[src/rtl/mood_pkg.sv]
// Shared definitions for the mood-logic level trackers: level encoding and
// quarter/threshold helpers for hysteretic level FSMs.
package mood_pkg;

   localparam logic [1:0] LEVEL_EMPTY = 2'd0;
   localparam logic [1:0] LEVEL_LOW   = 2'd1;
   localparam logic [1:0] LEVEL_OK    = 2'd2;
   localparam logic [1:0] LEVEL_FULL  = 2'd3;

   typedef enum logic [1:0] {
      L0 = LEVEL_EMPTY,
      L1 = LEVEL_LOW,
      L2 = LEVEL_OK,
      L3 = LEVEL_FULL
   } level_t;

   function automatic int quarter_size(input int acc_width);
      return 1 << (acc_width - 2);
   endfunction

   // Accumulator value at or above which level k moves up to k+1.
   function automatic int up_threshold(input int level, input int q, input int hyst);
      return (level + 1) * q + hyst;
   endfunction

   // Accumulator value below which level k moves down to k-1 (k > 0 only).
   function automatic int down_threshold(input int level, input int q, input int hyst);
      return level * q - hyst;
   endfunction

endpackage

[src/rtl/tick_prescaler.sv]
// Free-running enable-gated prescaler: one tick every PRESCALE enabled cycles.
module tick_prescaler #(
   parameter int PRESCALE = 16
) (
   input  logic clk,
   input  logic rst,
   input  logic ena,
   output logic tick
);

   localparam int CW = (PRESCALE > 1) ? $clog2(PRESCALE) : 1;
   localparam logic [CW-1:0] LAST = CW'(PRESCALE - 1);

   logic [CW-1:0] count;

   assign tick = ena && (count == LAST);

   always_ff @(posedge clk or posedge rst) begin
      if (rst) begin
         count <= '0;
      end else if (ena) begin
         if (count == LAST) count <= '0;
         else               count <= count + 1'b1;
      end
   end

endmodule

[src/rtl/nourishment_level_tracker.sv]
// Integrates regulator inc/dec/fast/setval commands into a saturating
// accumulator and publishes a hysteretic 2-bit nourishment level.
module nourishment_level_tracker
   import mood_pkg::*;
#(
   parameter int ACC_WIDTH   = 10,
   parameter int PRESCALE    = 16,
   parameter int SLOW_STEP   = 1,
   parameter int FAST_STEP   = 4,
   parameter int SET_VALUE   = 640,
   parameter int RESET_VALUE = 768,
   parameter int HYST        = 8
) (
   input  logic                 clk,
   input  logic                 rst,
   input  logic                 ena,
   input  logic                 inc,
   input  logic                 dec,
   input  logic                 fast,
   input  logic                 setval,
   output logic [1:0]           level,
   output logic [ACC_WIDTH-1:0] acc,
   output logic                 level_changed,
   output logic                 at_min,
   output logic                 at_max
);

   localparam int Q     = quarter_size(ACC_WIDTH);
   localparam int EW    = ACC_WIDTH + 1;
   localparam logic [EW-1:0] MAX_EXT  = {1'b0, {ACC_WIDTH{1'b1}}};
   localparam logic [EW-1:0] SLOW_EXT = EW'(SLOW_STEP);
   localparam logic [EW-1:0] FAST_EXT = EW'(FAST_STEP);
   localparam logic [ACC_WIDTH-1:0] SET_ACC   = ACC_WIDTH'(SET_VALUE);
   localparam logic [ACC_WIDTH-1:0] RESET_ACC = ACC_WIDTH'(RESET_VALUE);
   localparam logic [1:0] RESET_LEVEL = 2'(RESET_VALUE >> (ACC_WIDTH - 2));

   logic           tick;
   level_t         level_q;
   logic [EW-1:0]  acc_ext, step_ext, sum, diff, up_thr, dn_thr;
   logic [ACC_WIDTH-1:0] acc_up, acc_dn;
   logic [1:0]     lvl_up, lvl_dn;

   tick_prescaler #(.PRESCALE(PRESCALE)) u_prescaler (
      .clk  (clk),
      .rst  (rst),
      .ena  (ena),
      .tick (tick)
   );

   // Arithmetic is one bit wider than the accumulator so we clamp, never wrap.
   always_comb begin
      acc_ext  = {1'b0, acc};
      step_ext = fast ? FAST_EXT : SLOW_EXT;
      sum      = acc_ext + step_ext;
      diff     = acc_ext - step_ext;
      acc_up   = (sum > MAX_EXT) ? MAX_EXT[ACC_WIDTH-1:0] : sum[ACC_WIDTH-1:0];
      acc_dn   = (acc_ext < step_ext) ? '0 : diff[ACC_WIDTH-1:0];
      up_thr   = EW'(up_threshold(int'(level_q), Q, HYST));
      dn_thr   = EW'(down_threshold(int'(level_q), Q, HYST));
      lvl_up   = level_q + 2'd1;
      lvl_dn   = level_q - 2'd1;
   end

   always_ff @(posedge clk or posedge rst) begin
      if (rst) begin
         acc <= RESET_ACC;
      end else if (tick) begin
         if (setval && (level_q == L0 || level_q == L1)) acc <= SET_ACC;
         else if (inc && !dec)                          acc <= acc_up;
         else if (dec && !inc)                          acc <= acc_dn;
      end
   end

   // Level FSM: at most one step per enabled cycle, pulse marks each update.
   always_ff @(posedge clk or posedge rst) begin
      if (rst) begin
         level_q       <= level_t'(RESET_LEVEL);
         level_changed <= 1'b0;
      end else if (!ena) begin
         level_changed <= 1'b0;
      end else if (level_q != L3 && acc_ext >= up_thr) begin
         level_q       <= level_t'(lvl_up);
         level_changed <= 1'b1;
      end else if (level_q != L0 && acc_ext < dn_thr) begin
         level_q       <= level_t'(lvl_dn);
         level_changed <= 1'b1;
      end else begin
         level_changed <= 1'b0;
      end
   end

   assign level  = level_q;
   assign at_min = (acc == '0);
   assign at_max = (acc == {ACC_WIDTH{1'b1}});

endmodule

[config.mk]
export PLATFORM = sky130hd
export DESIGN_NAME = nourishment_level_tracker
export DESIGN_NICKNAME = d
export VERILOG_FILES = /design/src/rtl/mood_pkg.sv /design/src/rtl/tick_prescaler.sv /design/src/rtl/nourishment_level_tracker.sv
export SDC_FILE = /design/constraint.sdc
export NUM_CORES = 1
export LEC_CHECK = 0
export BUFFER_PORTS_ARGS = -buffer_cell sky130_fd_sc_hd__buf_2
export CAP_MARGIN = 40
export CORE_MARGIN = 2
export CORE_UTILIZATION = 35
export CTS_CLUSTER_SIZE = 25
export DETAILED_ROUTE_END_ITERATION = 6
export GPL_TIMING_DRIVEN = 1
export PLACE_DENSITY = 0.63
export SLEW_MARGIN = 10
export SYNTH_ARGS = -nofsm -noshare
export SYNTH_HDL_FRONTEND = slang
export SYNTH_SLANG_ARGS = --single-unit
[constraint.sdc]
create_clock -name clk -period 3 [get_ports clk]
set_clock_uncertainty 0.2 [all_clocks]
set_input_delay 0.15 -clock clk [delete_from_list [all_inputs] [get_ports clk]]
set_output_delay 0.15 -clock clk [all_outputs]
set_load 0.01 [all_outputs]
-- Yosys cells after proc, flatten, opt, wreduce, memory -nomap -nowiden
Cells that the tools add are included.
- flip-flop bits (word level): 17
- input port bits: 7
- output and inout port bits: 15
- logic and storage cells: 48
- $add $sub $neg: 8
- magnitude comparators: 4
- equality and inequality tests: 4
- muxes and demuxes: 12
- reduce and logical (&&, ||, !) cells: 16
- operators with widths (kind ; number):
    10-bit 2-to-1 mux ; 5
    10-bit by 3-bit adder with 11-bit output ; 1
    11-bit by 4-bit adder with 11-bit output (second input constant) ; 1
    10-bit by 11-bit greater-or-equal comparator with 1-bit output ; 1
    11-bit by 10-bit > comparator with 1-bit output (second input constant) ; 1
    10-bit by 11-bit less-than comparator with 1-bit output ; 1
    10-bit by 4-bit subtractor with 11-bit output (second input constant) ; 1
    10-bit equality test (second input constant) ; 1
    10-bit logical NOT ; 1
    10-bit by 3-bit less-than comparator with 1-bit output ; 1
    10-bit by 3-bit subtractor with 10-bit output ; 1
    1-bit logical AND ; 6
    4-bit by 1-bit adder with 4-bit output (second input constant) ; 1
    4-bit equality test (second input constant) ; 1
    2-bit 2-to-1 mux ; 2
    4-bit 2-to-1 mux ; 1
    2-bit AND reduction ; 2
    2-bit nonzero test ; 2
    2-bit by 1-bit adder with 3-bit output (second input constant) ; 1
    1-bit 2-to-1 mux ; 3
    3-bit 2-to-1 mux ; 1
    3-bit nonzero test ; 1
    2-bit by 1-bit adder with 2-bit output (second input constant) ; 1
    2-bit by 1-bit equality test with 1-bit output (second input constant) ; 1
    other kinds (5) ; 6

-- Longest topological paths before layout
- depth after elaboration: 6
- mapped depth: 8

-- Hierarchy
Synthesis repeated with hierarchy kept, for this count alone.
- cells, all modules: 174
- area total of the unflattened synthesis: 1507.7 um^2
- by module, submodules not included (module ; times used ; cells each ; area an instance (um^2)):
    nourishment_level_tracker ; 1 ; 157 ; 1310.0
    tick_prescaler ; 1 ; 17 ; 197.7

-- Worst setup path before layout
No wires, ideal clock.
- kind: reg2reg
- start: register level_q[0] (netlist: level[0])
- end: register level_q[1] (netlist: level[1])
- setup time: 94 ps
- data arrival time: 2392 ps
- required time: 2706 ps
- slack: 314 ps
- cell stages (with the launch flop): 9
- buffers on the path: 0
- period minus slack after synthesis: 2686 ps
- cells stage by stage: dfstp_2 inv_1 ha_1 ha_1 nand3_1 nor2_1 a2111oi_0 nor3_1 or4_1
- cells in the longest elaborated chain, start to end: 6
- elaborated cells on any way between the ends: 15
- RTL lines (element ; RTL line ; text):
    start: declaration ; nourishment_level_tracker.sv:38 ; level_t level_q;
    start signal: assignment ; nourishment_level_tracker.sv:77 ; level_q <= level_t'(RESET_LEVEL);
    start signal: assignment ; nourishment_level_tracker.sv:82 ; level_q <= level_t'(lvl_up);
    start signal: assignment ; nourishment_level_tracker.sv:85 ; level_q <= level_t'(lvl_dn);
    2-bit by 1-bit adder with 3-bit output ; mood_pkg.sv:23 ; return (level + 1) * q + hyst;
    11-bit by 4-bit adder with 11-bit output ; mood_pkg.sv:23 ;
    10-bit by 11-bit greater-or-equal comparator with 1-bit output ; nourishment_level_tracker.sv:81 ; end else if (level_q != L3 && acc_ext >= up_thr) begin
    1-bit logical AND ; nourishment_level_tracker.sv:81 ;
    2-bit nonzero test (no line) ; -- ;
    2-bit AND reduction (no line) ; -- ;
Several ways; a longest one is shown, not always the timed one. The select of a mux whose other input is x is not followed.
A chain may end at the register's enable or synchronous reset.

-- Worst setup path in the final report
Ends and elaborated chain as after synthesis.

==> results.json <==
{
  "status": "finished clean",
  "rsz0062_at_grt": "false",
  "clockPowerShare_pct": 11.8,
  "hold_ws_ps": 22.31,
  "r2r-start": "level[0]",
  "ios": 22,
  "via_count": 1417,
  "rr_worst_depth": 8,
  "synthCells": 183,
  "h-tree-depth": 1,
  "cts_buffers": 3,
  "synthFlopType": "dfrtp_1",
  "p_per_area_nw_per_um2": 887.4,
  "period_needed_ps": 2741,
  "leakagePower_nw": 0.7926,
  "die_area_sq_um": 5015,
  "fmax_mhz": 364.9,
  "post-route-period-util_pct": 91.36,
  "avgRoutedWirePerCell_um": 14.71,
  "grt_usage_pct": 15.92,
  "antenna_found_initial": 0,
  "use_met2_pct": 25.55,
  "placed_cells": 249,
  "grt-busiest-layer": "met2",
  "fin_ws_ps": 259.3,
  "post-cts-setup-buffers": 0,
  "switching_share_pct": 46.08,
  "seq_power_share_pct": 31.4,
  "critical_path.startpoint_type": "register",
  "antenna_cells": 0,
  "yosys.area.top_type": "dfrtp_1",
  "ir_drop_uv": 364.5,
  "setup-tns-final_ps": 0,
  "r2r-end": "level[1]",
  "slew_headroom_pct": 54.36,
  "synth_seq_cells": 17,
  "setup_violations": 0,
  "grt_pass1_vias": 1328,
  "final_common_cell": "buf_2",
  "route.detailed.drc": 0,
  "grt_max_degree": 19,
  "tightest_slew_ps": 667.3,
  "maxCapViolCount": 0,
  "internal_power_uw": 842.3,
  "worstPathMaxFanout": 5,
  "yosysTopAreaCellShare_pct": 20.82,
  "nets": 223,
  "grt_remaining_overflow": 0,
  "grt_util_met1_pct": 21.88,
  "cp-end-kind": "register",
  "core_area_sq_um": 4324,
  "stdcell_area_sq_um": 1760,
  "min_to": "u_prescaler.count[0]",
  "dp_worst_setup_slack_ps": 173.5,
  "dieHeight_um": 70.82,
  "first_iter_violations": 60,
  "path_class": "reg -> reg",
  "finalHoldViolCount": 0,
  "whs_path_depth": 2,
  "combPwrFrac_pct": 56.8,
  "async_flop_share_pct": 100.0,
  "post_synth_main_area_contributors": "dfrtp_1, ha_1, dfstp_2, a21oi_1, nor2_1",
  "first_pass_iters": 4,
  "regToRegSetupSlack_ps": 260,
  "routed_wl_um": 3737,
  "clkTransAtPathRegs_ps": 80,
  "worstPathArrival_ps": 2720,
  "synth_nets": 203,
  "die_x_um": 70.82,
  "synth_cell_type_count": 52,
  "avgSynthCellArea_sq_um": 8.540,
  "cts_tree": "yes",
  "drv_slew": 0,
  "hold_class": "in -> reg",
  "clockBufferDepth": 2,
  "grt_first_pass_wirelength_um": 6479,
  "area_delta_synth_final_pct": 12.65,
  "place_area_sq_um": 1703,
  "portBuffers": 21,
  "place_congestion": 0.7920,
  "rows": 24,
  "root_buffer": "clkbuf_8",
  "ys_warn_count": 0,
  "hpwl_um": 2796,
  "viasPerCell": 5.579,
  "synth_edf_count": 0,
  "clk_latency_ps": 260,
  "p_switching_uw": 719.8,
  "holdCritStartpoint": "ena",
  "stdcell_count": 254,
  "grt.met3_usage_pct": 3.419,
  "start_util_pct": 36.14,
  "cts.sinks": 17,
  "seq_area_frac_synth_pct": 27.54,
  "layout_common_cells": "buf_2, nor2_1, ha_1, dfrtp_1, a21oi_1",
  "syn_area_sq_um": 1563,
  "cp_data_required_time_ps": 2980,
  "drive_gt1_share_pct": 18.81,
  "ant_nets": 0
}
==> synth_stat cells (all sizes together), types with 3 or more instances <==
cell type and number:
mux2i 3, and3 3, dfrtp 13, nand3 7, o211ai 3, ha 13, xnor2 5, nand4 4
nand2b 4, o21ai 11, a21o 3, o21a 5, nor3 3, inv 9, or4 5, dfstp 4
a2111oi 3, a21oi 13, and2 3, nand2 10, clkbuf 8, nor2 16, nor2b 3
==> registers in the layout, indices dropped and copies added, names as in the netlist <==
name and flops:
level_changed 1, acc 10, level 2, u_prescaler.count 4
==> per-stage QoR <==
step | total power, mW | utilization [%]
after floorplan | 1.192 | -
after global placement | 1.367 | 39.38
after detailed placement | 1.380 | 39.38
after CTS | 1.570 | 40.68
after global routing | 1.714 | 40.71
final | 1.562 | 40.71
==> repair_timing <==
item | in CTS | in global routing
hold buffers | 1 | 0
setup endpoints to repair | 0 | 1
endpoints found under the hold margin | 13 | 0
resized for setup | 0 | 1
==> cell type report <==
cell class	count	area [sq um]
Clock buffer	3	41.29
Fill cell	457	2564
Tap cell	52	65.06
Clock inverter	1	5.005
Timing Repair Buffer	25	137.6
Sequential cell	17	430.4
Multi-Input combinational cell	147	1047
Inverter	9	33.78
==> layer usage <==
| metal | vias up | routed length [um] |
|---|---|---|
| li1 | 719 | - |
| met1 | 658 | 1773 |
| met2 | 36 | 1722 |
| met3 | 4 | 199 |
| met4 | 0 | 41 |
| met5 | - | 0 |
==> worst max-delay path: stages, from the launching register on <==
cell       delay [ps]
dfstp_2           580
inv_1              70
ha_1              340
ha_1              310
nand3_1            90
nor2_1             50
a2111oi_1         430
nor3_1             90
or4_1             510
==> worst max-delay path by stage <==
stage	startpoint	endpoint	slack (ps)
finish	level[0]	level[1]	260
CTS	level[0]	level[1]	160
global route	level[0]	level[1]	120
floorplan	level[0]	level[1]	310
detailed placement	level[0]	level[1]	170
global placement	level[0]	level[1]	210
==> power groups by stage <==
stage	Sequential, mW	Clock (mW)	Combinational [mW]
floorplan	0.470	0	0.722
detailed placement	0.496	0	0.884
global placement	0.497	0	0.870
finish	0.491	0.184	0.887
CTS	0.492	0.188	0.890
global route	0.520	0.199	0.995
==> cell families (layout without fill, tap and decap cells) <==
kind of cell / after synthesis / in the layout / synth area share [%]
xor gates and xnor gates: 7 / 7 / 3.923
buffers and inverters: 19 / 38 / 5.524
adders and majority gates: 13 / 13 / 10.41
muxes: 4 / 4 / 2.642
AOI/OAI and AO/OA: 55 / 55 / 25.86
and+or+nand+nor: 68 / 68 / 24.10
DFF: 17 / 17 / 27.54
Power figures use the tool's default switching activity.
